--- src/rtl/calculation_unit_exponent_sequencer.sv ---
// Exponent-path sequencer for the calculation unit.
// It accepts one op at a time, registers the operand exponents and the
// selecter control, holds them for the op's iteration count, and then
// captures the selecter output into a result register for downstream.

package calc1;

  localparam int unsigned EXP_W = 8;
  localparam int unsigned RES_W = 10;
  localparam int unsigned OPC_W = 3;
  localparam int unsigned CNT_W = 8;

  // Control word for the exponent selecter.
  typedef enum logic [2:0] {
    A     = 3'd0,
    B     = 3'd1,
    ADD   = 3'd2,
    SUB   = 3'd3,
    B_SHR = 3'd4
  } exponent_select;

  // Issue-stage op encodings; 5-7 are illegal.
  localparam logic [OPC_W-1:0] OP_PASS_A = 3'd0;
  localparam logic [OPC_W-1:0] OP_PASS_B = 3'd1;
  localparam logic [OPC_W-1:0] OP_MUL    = 3'd2;
  localparam logic [OPC_W-1:0] OP_DIV    = 3'd3;
  localparam logic [OPC_W-1:0] OP_SQRT   = 3'd4;

endpackage

module calculation_unit_exponent_sequencer #(
  parameter int unsigned ITER_CYCLES = 24
) (
  input  logic                       clk,
  input  logic                       reset_n,
  input  logic                       flush,
  input  logic                       op_valid,
  output logic                       op_ready,
  input  logic [calc1::OPC_W-1:0]    op_code,
  input  logic [calc1::EXP_W-1:0]    exponent_a,
  input  logic [calc1::EXP_W-1:0]    exponent_b,
  output logic [calc1::EXP_W-1:0]    aligned_exponent_a,
  output logic [calc1::EXP_W-1:0]    aligned_exponent_b,
  output calc1::exponent_select      calculation_exponent_select,
  input  logic [calc1::RES_W-1:0]    calculated_exponent,
  output logic                       busy,
  output logic                       result_valid,
  input  logic                       result_ready,
  output logic [calc1::RES_W-1:0]    result_exponent,
  output logic                       result_illegal_op
);

  localparam int unsigned EXP_W = calc1::EXP_W;
  localparam int unsigned RES_W = calc1::RES_W;
  localparam int unsigned CNT_W = calc1::CNT_W;

  // Counter value for multi-cycle ops: the last iterate cycle sees zero.
  localparam logic [CNT_W-1:0] ITER_LAST = CNT_W'(ITER_CYCLES - 1);

  typedef enum logic [1:0] {
    IDLE    = 2'd0,
    ITERATE = 2'd1,
    DONE    = 2'd2
  } state_e;

  // Registered state and outputs.
  state_e                 r_state;
  logic                   r_op_ready;
  logic                   r_busy;
  logic                   r_result_valid;
  logic [EXP_W-1:0]       r_exp_a;
  logic [EXP_W-1:0]       r_exp_b;
  calc1::exponent_select  r_select;
  logic                   r_illegal;
  logic [CNT_W-1:0]       r_count;
  logic [RES_W-1:0]       r_result_exponent;
  logic                   r_result_illegal_op;

  // Combinational decode and control.
  state_e                 w_state_nxt;
  logic                   w_accept;
  logic                   w_capture;
  logic                   w_count_zero;
  calc1::exponent_select  w_sel_dec;
  logic [CNT_W-1:0]       w_cnt_dec;
  logic                   w_illegal_dec;

  assign w_count_zero = (r_count == '0);

  // Decode op_code into selecter control, iteration count and illegal flag.
  always_comb begin
    w_sel_dec     = calc1::A;
    w_cnt_dec     = '0;
    w_illegal_dec = 1'b0;
    case (op_code)
      calc1::OP_PASS_A: w_sel_dec = calc1::A;
      calc1::OP_PASS_B: w_sel_dec = calc1::B;
      calc1::OP_MUL:    w_sel_dec = calc1::ADD;
      calc1::OP_DIV: begin
        w_sel_dec = calc1::SUB;
        w_cnt_dec = ITER_LAST;
      end
      calc1::OP_SQRT: begin
        w_sel_dec = calc1::B_SHR;
        w_cnt_dec = ITER_LAST;
      end
      default: begin
        w_sel_dec     = calc1::A;
        w_illegal_dec = 1'b1;
      end
    endcase
  end

  // Next-state logic; flush outranks both accept and result hand-off.
  always_comb begin
    w_state_nxt = r_state;
    w_accept    = 1'b0;
    w_capture   = 1'b0;
    case (r_state)
      IDLE: begin
        if (!flush && op_valid) begin
          w_accept    = 1'b1;
          w_state_nxt = ITERATE;
        end
      end
      ITERATE: begin
        if (flush) begin
          w_state_nxt = IDLE;
        end else if (w_count_zero) begin
          w_capture   = 1'b1;
          w_state_nxt = DONE;
        end
      end
      DONE: begin
        if (flush || result_ready) begin
          w_state_nxt = IDLE;
        end
      end
      default: begin
        w_state_nxt = IDLE;
      end
    endcase
  end

  // State register plus status outputs derived from the next state.
  always_ff @(posedge clk or negedge reset_n) begin
    if (!reset_n) begin
      r_state        <= IDLE;
      r_op_ready     <= 1'b1;
      r_busy         <= 1'b0;
      r_result_valid <= 1'b0;
    end else begin
      r_state        <= w_state_nxt;
      r_op_ready     <= (w_state_nxt == IDLE);
      r_busy         <= (w_state_nxt != IDLE);
      r_result_valid <= (w_state_nxt == DONE);
    end
  end

  // Operand exponents and selecter control change only on accept.
  always_ff @(posedge clk or negedge reset_n) begin
    if (!reset_n) begin
      r_exp_a   <= '0;
      r_exp_b   <= '0;
      r_select  <= calc1::A;
      r_illegal <= 1'b0;
    end else if (w_accept) begin
      r_exp_a   <= exponent_a;
      r_exp_b   <= exponent_b;
      r_select  <= w_sel_dec;
      r_illegal <= w_illegal_dec;
    end
  end

  // Iteration counter: loaded on accept, counts down to zero in ITERATE.
  always_ff @(posedge clk or negedge reset_n) begin
    if (!reset_n) begin
      r_count <= '0;
    end else if (w_accept) begin
      r_count <= w_cnt_dec;
    end else if ((r_state == ITERATE) && !w_count_zero) begin
      r_count <= r_count - CNT_W'(1);
    end
  end

  // Result register: selecter output and illegal flag captured verbatim.
  always_ff @(posedge clk or negedge reset_n) begin
    if (!reset_n) begin
      r_result_exponent   <= '0;
      r_result_illegal_op <= 1'b0;
    end else if (w_capture) begin
      r_result_exponent   <= calculated_exponent;
      r_result_illegal_op <= r_illegal;
    end
  end

  assign op_ready                    = r_op_ready;
  assign busy                        = r_busy;
  assign result_valid                = r_result_valid;
  assign aligned_exponent_a          = r_exp_a;
  assign aligned_exponent_b          = r_exp_b;
  assign calculation_exponent_select = r_select;
  assign result_exponent             = r_result_exponent;
  assign result_illegal_op           = r_result_illegal_op;

endmodule

--- config.mk ---
export PLATFORM = sky130hd
export DESIGN_NAME = calculation_unit_exponent_sequencer
export DESIGN_NICKNAME = d
export VERILOG_FILES = /design/src/rtl/calculation_unit_exponent_sequencer.sv
export SDC_FILE = /design/constraint.sdc
export NUM_CORES = 1
export LEC_CHECK = 0
export CAP_MARGIN = 0
export CORE_UTILIZATION = 48
export CTS_CLUSTER_SIZE = 8
export DETAILED_ROUTE_END_ITERATION = 7
export PLACE_DENSITY_LB_ADDON = 0.1
export SKIP_LAST_GASP = 1
export SYNTH_ARGS = -nofsm -noshare
export SYNTH_HDL_FRONTEND = slang
export SYNTH_SLANG_ARGS = --single-unit
--- constraint.sdc ---
create_clock -name clk -period 2.9 [get_ports clk]
set_input_delay 0.58 -clock clk [delete_from_list [all_inputs] [get_ports clk]]
set_output_delay 0.58 -clock clk [all_outputs]
set_load 0.05 [all_outputs]
Word level (Yosys, flattened, before mapping)
Cells that the tools add are included.
Storage, ports and cells
  register bits: 44
  bits in latches: 0
  RAM bits: 0
  memory bits (read-only): 0
  input port bits: 34
  output and inout bits: 33
  logic and storage cells: 47
  memories kept: 0
Operators by class
  $add $sub $neg: 1
  multipliers: 0
  div/mod/pow operators: 0
  $lt $le $gt $ge: 0
  equal/unequal tests: 7
  shifts and indexed selects: 0
  multiplexer cells: 15
  bitwise gates (word level): 0
  reductions and logical operators: 13
Operator list (number)
  2-to-1 mux 8 bit: 2
  case mux 3 bit (4 select lines): 1
  logical NOT 8 bit: 1
  2-to-1 mux 2 bit: 4
  subtractor 8 x 1 -> 8 bit (second input constant): 1
  == test 3 x 2 -> 1 bit (second input constant): 2
  2-to-1 mux 1 bit: 6
  case mux 2 bit (3 select lines): 1
  2-to-1 mux 5 bit: 1
  OR reduction 5 bit: 1
  == test 2 bit (second input constant): 2
  logical NOT 2 bit: 2
  nonzero test 2 bit: 2
  == test 3 x 1 -> 1 bit (second input constant): 1
  == test 3 bit (second input constant): 1
  logical NOT 3 bit: 1
  == test 2 x 1 -> 1 bit (second input constant): 1
  logical AND 1 bit: 2
  logical NOT 1 bit: 2
  OR reduction 2 bit: 1
  logical OR 1 bit: 1

Depth between registers and ports, before layout
Gate-level depths: netlist (run 1).
  word-level depth: 5
  mapped depth: 7
  mapped depth without buffers: 6

Worst setup path after synthesis (run 1)
OpenSTA, ideal clock, no wires.
  kind: register to register
  start: register r_count[0]
  end: register r_result_exponent[1] (netlist: result_exponent[1])
  setup time: 125 ps
  arrival: 1656 ps
  required time: 2775 ps
  setup slack: 1118 ps
  cell stages (with the launch flop): 8
  buffers on the path: 1
  period minus slack after synthesis: 1782 ps
  cells stage by stage: dfrtp_1 > inv_1 > ha_1 > nor4b_2 > nand3_1 > nor2_2 > buf_6 > mux2_4
On the way
  cells in the longest elaborated chain, start to end: 4
Ends and longest elaborated chain
  from (decl): RTL line 75  | logic [CNT_W-1:0] r_count;
  from (signal assigned): RTL line 180  | r_count <= w_cnt_dec;
  from (signal assigned): RTL line 182  | r_count <= r_count - CNT_W'(1);
  logical NOT 8 bit: RTL line 88  | assign w_count_zero = (r_count == '0);
  2-to-1 mux 1 bit: RTL line 129  | end else if (w_count_zero) begin
  2-to-1 mux 1 bit: RTL line 127  | if (flush) begin
  2-to-1 mux 1 bit: RTL line 119  | case (r_state)
  to (signal assigned): RTL line 192  | r_result_exponent <= calculated_exponent;
  to (decl): RTL line 76  | logic [RES_W-1:0] r_result_exponent;
No other way between the ends.
A chain may end at the register's enable or synchronous reset.

Worst setup path after layout (run 1)
  start: register r_op_ready (netlist: op_ready)
  end: output port op_ready
RTL lines
  from (decl): RTL line 68  | logic r_op_ready;
  from (signal assigned): RTL line 154  | r_op_ready <= (w_state_nxt == IDLE);
  to (decl): RTL line 38  | output logic op_ready,
No word-level cell between the ends.

==> results of run 1 <==
-- path summary, 6_finish.rpt --
path / start / to / slack [ns] / depth (start not counted)
max in group asynchronous: reset_n / r_count[3]$_DFFE_PN0P_ / 1.91 / 1
worst min-delay path: reset_n / r_state[1]$_DFF_PN0_ / 0.42 / 1
min in group clk: calculation_exponent_select[1]$_DFFE_PN0P_ / calculation_exponent_select[1]$_DFFE_PN0P_ / 0.48 / 2
worst min register to register: calculation_exponent_select[1]$_DFFE_PN0P_ / calculation_exponent_select[1]$_DFFE_PN0P_ / 0.48 / 2
worst max register to register: r_count[0]$_DFFE_PN0P_ / result_exponent[0]$_DFFE_PN0P_ / 0.86 / 7
worst max-delay path: op_ready$_DFF_PN1_ / op_ready / 0.73 / 1
-- stage by stage --
step | worst slack, ns | hold WS (ns) | utilization | cells
2_1_floorplan | 1.12 | 0.284 | - | 176
3_3_place_gp | 0.555 | 0.450 | 0.703 | 288
3_5_place_dp | 0.506 | 0.464 | 0.703 | 288
4_1_cts | 0.715 | 0.450 | 0.725 | 296
5_1_grt | 0.684 | 0.508 | 0.725 | 296
6_report | 0.734 | 0.420 | 0.725 | 296
-- where the power goes --
group	total (µW)	internal (µW)	switching, µW
Combinational	1210	469	738
Clock	356	169	187
Sequential	951	803	147
-- layer usage --
metal  up-vias  global-route usage  wire (µm)
met1       695               0.289       1810
li1        735                   -          -
met3         5              0.0458        197
met5         -                   0          0
met4         0              0.0944         56
met2        49               0.340       1990
-- final cells by class --
class	count	share of cell area
clock buffers	7	0.0283
inverters	3	0.00418
repair buffers	70	0.255
flip-flops and latches	44	0.409
multi-input cells	123	0.279
well taps	48	0.0223
clock inverters	1	0.00186
-- registers in the layout, indices dropped and copies added, names as in the netlist --
register and flops:
aligned_exponent_b 8, calculation_exponent_select 3, result_exponent 10, aligned_exponent_a 8
r_count 8, r_state 2, result_valid 1, op_ready 1
r_illegal 1, result_illegal_op 1, busy 1
-- cells by family after synthesis --
logic type	count (synthesis)
AOI/OAI and AO/OA	24
xor gates and xnor gates	1
adders and majority gates	1
buffers and inverters	9
DFF	44
muxes	12
and+or+nand+nor	85
-- synth_stat cells (all sizes together), types with 2 or more instances --
master | number | area (µm²)
nand2 | 60 | 225
dfrtp | 43 | 1080
mux2 | 11 | 161
nor2 | 8 | 32.5
a21oi | 7 | 35.0
o21ai | 6 | 30.0
buf | 5 | 31.3
a21o | 3 | 22.5
inv | 3 | 11.3
nand3b | 3 | 22.5
nand2b | 2 | 12.5
nor3 | 2 | 10.0
nor4b | 2 | 30.0
o311ai | 2 | 17.5
o41ai | 2 | 17.5
or4 | 2 | 15.0
==> results by group, run 1 <==
Run status
  • Outcome: finished clean

STA
  • Min Tclk post-route: 2.17 ns
  • Achievable Freq: 0.462 GHz
  • Slew margin rel.: 0.394
  • Final hold violations: 0
  • Worst slew pin tran: 0.908 ns
  • Final setup TNS: 0 ns
  • RSZ-0062 raised after global routing: no
  • Fin crit share: 0.747
  • Fin. max-slew vios: 0
  • Clk_skew: 0.00599 ns
  • Final Setup Violations: 0

Final layout
  • Inserted Diodes: 0
  • Area delta synth->final: 42.3%
  • Share of post-route cells with drive strength above 1: 0.113
  • Most frequent cells in the layout: clkdlybuf4s50_1 (65), nand2_1 (60), dfrtp_1 (43), mux2_4 (10)
  • Final net count: 282
  • Commonest non-fill, non-tap cell in the layout: clkdlybuf4s50_1
  • Design area: 2690 µm²
  • Fillers: 268
  • Multi-input gate area: 752 µm²
  • Register area: 1100 µm²

Placed design
  • DPL Wire Length: 2.86 mm
  • Placed cell areas: 2610 µm²
  • RePlAce Congestion: 0.734
  • Port Buffers: 66

Global route
  • GRT Resource Usage Total: 0.216
  • Largest net degree at the start of global routing: 45
  • Vias in the first global route: 1435
  • First-pass GRT wire length: 6.76 mm
  • Grt total ovfl: 0
  • Initial antenna violation count: 0

Clock network
  • # clock sinks: 44
  • CTS tree: done
  • Resize count post-CTS: 0
  • Max clock buf depth: 2
  • Clk slew on worst S/H paths: 0.07 ns
  • CTS Buf Count: 5
  • Hold_buf cts: 0
  • Root buf cell: clkbuf_8
  • Postcts setup bufs: 0
  • Htree depth: 2
  • Clock latency on the worst-skew pair: 0.29 ns

Setup path
  • Worst-path cell chain: clkdlybuf4s50_1
  • Critical Path End Type: output pin
  • Largest stage delay on the critical path: 0.79 ns
  • Crit path buf inv count: 1
  • Worst-path fanout max: 1
  • Setup crit start kind: flip-flop
  • Kind of critical path: reg2out
  • WP data required: 2.32 ns
  • WP data arrival: 1.59 ns
  • Top delay family on crit path: buffers and inverters
  • CP max-delay cell: clkdlybuf4s50_1

Synthesis
  • Mapped cell area: 1890 µm²
  • Primary FF master, synth: dfrtp_1
  • Cells after Synth: 176
  • Seq/Total Area, Yosys: 0.583
  • Adder-cell share of the synthesized area: 0.00661
  • Post-Syn Nets: 211
  • Yosys warning count: 0
  • Syn Area/Cell: 10.7 µm²
  • XOR/XNOR Fraction of Synth Area: 0.00463
  • Unique masters post-synth: 35
  • Multiplexer area fraction after synthesis: 0.0906
  • Largest family of logic cells by synthesized area: simple AND/OR/NAND/NOR gates
  • Synth Area in Compound Gates: 0.0807
  • Register bit total from synthesis: 44
  • Async set or reset register ratio after synthesis: 1.00
  • Synth Area in Simple Gates: 0.210
  • Post-synth EDFFs: 0

Run
  • MaxCap Viol Count: 0

Drt
  • Wirelength per Cell: 13.7 µm
  • Vias per inst: 5.01
  • DRT iter0 DRCs: 56
  • Vias: 1484
  • DRC errors left: 0
  • 1st-pass router iterations: 4
  • Final ANT Viol Nets: 0
  • WL final: 4.06 mm

Power and ir drop
  • Leakage: 0.00124 µW
  • Pwr/cell area: 934 nW/µm²
  • Maximum vdd drop: 0.557 mV
  • Overall Power: 2510 µW

Die
  • Num rows: 22
  • Initial core utilization: 0.509
  • Width of the die: 64.8 µm
  • Core area: 3720 µm²
  • Die area: 4200 µm²
  • IO Pins: 67
  • Die Height: 64.8 µm

Worst hold path
  • Hold Path Class: in2async
(Power assumes the default switching activity.)
==> inputs of run 2 (changes only) <==
Settings changed: CORE_UTILIZATION 48 to 44.
Clock period 2.9 ns to 2.05 ns, I/O delays scaled along.
==> run 2 against run 1 <==
  * Sequential share of layout area decreased by 1.4 points
  * Critical path depth increased by 6
  * Clock skew increased by 0.0012 ns
  * Power increased by 47%
  * Via count increased by 4.4%
  * Clock power increased by 59%
  * First-iteration DRC count decreased by 11%
  * Hold slack got worse by 0.32 ns
  * Combinational power increased by 45%
==> results by group, run 2 (synthesis gave the netlist of run 1 again) <==
Final layout
  • Final net count: 287
  • Area delta synth->final: 47.4%
  • Number of flip-flops in the largest register: 10
  • Most frequent cells in the layout: clkdlybuf4s50_1 (64), nand2_1 (60), dfrtp_1 (43), mux2_4 (10), buf_4 (8)
  • Register area: 1100 µm²
  • Fillers: 316
  • Inserted Diodes: 0
  • Share of post-route cells with drive strength above 1: 0.143
  • Multi-input gate area: 771 µm²
  • Commonest non-fill, non-tap cell in the layout: clkdlybuf4s50_1

Drt
  • WL final: 4.43 mm
  • Vias per inst: 5.13
  • DRT iter0 DRCs: 50
  • Final ANT Viol Nets: 0
  • DRC errors left: 0
  • 1st-pass router iterations: 4
  • Vias: 1549
  • Wirelength per Cell: 14.7 µm

Power and ir drop
  • Leakage: 0.00128 µW
  • Pwr/cell area: 1320 nW/µm²
  • Overall Power: 3690 µW
  • Maximum vdd drop: 0.619 mV

STA
  • Slew margin rel.: 0.557
  • Fin. max-slew vios: 0
  • Final hold violations: 0
  • Final Setup Violations: 0
  • Achievable Freq: 0.529 GHz
  • Final setup TNS: 0 ns
  • Worst slew pin tran: 0.665 ns
  • Fin crit share: 0.923
  • Min Tclk post-route: 1.89 ns
  • Clk_skew: 0.00717 ns
  • RSZ-0062 raised after global routing: no

Clock network
  • CTS Buf Count: 5
  • Max clock buf depth: 2
  • Clock latency on the worst-skew pair: 0.29 ns
  • Clk slew on worst S/H paths: 0.08 ns
  • Htree depth: 2
  • Root buf cell: clkbuf_8
  • CTS tree: done
  • # clock sinks: 44

Setup path
  • Critical Path End Type: flip-flop
  • R2r endpoint: result_exponent[4]$_DFFE_PN0P_
  • Worst-path fanout max: 10
  • WP data arrival: 2.06 ns
  • CP max-delay cell: dfrtp_1
  • WP data required: 2.22 ns
  • Worst Reg2Reg Path Length in Cells: 7
  • Crit path buf inv count: 2
  • Top delay family on crit path: simple AND/OR/NAND/NOR gates
  • Largest stage delay on the critical path: 0.42 ns
  • Setup crit start kind: flip-flop
  • Worst-path cell chain: inv_1 -> ha_1 -> nor4b_4 -> nand3_2 -> nor2_4 -> buf_12 -> mux2_4
  • RR Startpoint: r_count[0]$_DFFE_PN0P_
  • Kind of critical path: reg2reg
  • R2R Setup Slk: 0.16 ns

Die
  • IO Pins: 67
  • Die Height: 67.6 µm
  • Width of the die: 67.6 µm
  • Num rows: 23
  • Initial core utilization: 0.466
  • Core area: 4060 µm²
  • Die area: 4570 µm²

Global route
  • First-pass GRT wire length: 7.10 mm
  • Largest net degree at the start of global routing: 24
  • Initial antenna violation count: 0
  • GRT Resource Usage Total: 0.217
  • Grt total ovfl: 0
  • Vias in the first global route: 1567

Placed design
  • DPL Wire Length: 3.28 mm
  • RePlAce Congestion: 0.779
  • Port Buffers: 66

Worst hold path
  • Hold Path Class: in2async

Run
  • MaxCap Viol Count: 0

Run status
  • Outcome: finished clean
==> run 2: cell types whose count changed in the layout (fill, tap and decap cells not counted), sizes merged <==
cell	before	now
buf	5	11
clkdlybuf4s50	65	64
clkinv	1	0
==> run 2: repair_timing <==
| action | in CTS | in global routing |
|---|---|---|
| hold endpoints to repair | 0 | 0 |
| pin swaps | 0 | 1 |
| buffers inserted | 0 | 1 |
| hold buffers | 0 | 0 |
| endpoints found under the setup margin | 6 | 10 |
| resized for setup | 1 | 2 |
==> run 2: final cells by class <==
| class | instances | area share |
|---|---|---|
| tap | 50 | 0.0224 |
| multi-input combinational | 123 | 0.276 |
| sequential | 44 | 0.395 |
| clock buffer | 7 | 0.0345 |
| timing repair buffer | 75 | 0.267 |
| inverter | 3 | 0.00404 |
==> run 2: stage by stage <==
step	worst slack (ns)	utilization	hold slack [ns]	std cells	instance area, µm²
after floorplan	0.268	-	0.114	176	1890
after global placement	0.0687	0.657	0.410	294	2670
after detailed placement	0.00499	0.657	0.421	294	2670
after CTS	0.0670	0.683	0.107	301	2770
after global routing	0.0209	0.687	0.110	302	2790
final	0.159	0.687	0.0954	302	2790
==> run 2: power breakdown <==
group	internal, µW	switching (µW)
Clock	300	266
Sequential	1140	225
Combinational	696	1070
==> run 2: worst reg2reg max path, stage by stage (launching register included) <==
cell and delay [ns]:
dfrtp_1 0.42, inv_1 0.08, ha_1 0.18, nor4b_4 0.31, nand3_2 0.16, nor2_4 0.15
buf_12 0.16, mux2_4 0.30
==> run 2: how the worst max path moves through the flow <==
stage                                 from                           endpoint  slack, ns  cells after the start
floorplan           r_count[0]$_DFFE_PN0P_     result_exponent[1]$_DFFE_PN0P_       0.27                      7
global placement                     flush              r_illegal$_DFFE_PN0P_       0.07                      5
detailed placement                   flush  aligned_exponent_a[1]$_DFFE_PN0P_      0.005                      5
CTS                 r_count[0]$_DFFE_PN0P_     result_exponent[8]$_DFFE_PN0P_       0.07                      7
global route        r_count[0]$_DFFE_PN0P_     result_exponent[4]$_DFFE_PN0P_       0.02                      7
finish              r_count[0]$_DFFE_PN0P_     result_exponent[4]$_DFFE_PN0P_       0.16                      7
==> run 2: metal layers <==
metal / track usage / vias to the layer above / wire, µm
met2: 0.375 / 44 / 2290
li1: - / 746 / -
met4: 0.0718 / 0 / 54
met1: 0.257 / 753 / 1840
met5: 0 / - / 0
met3: 0.0625 / 6 / 249
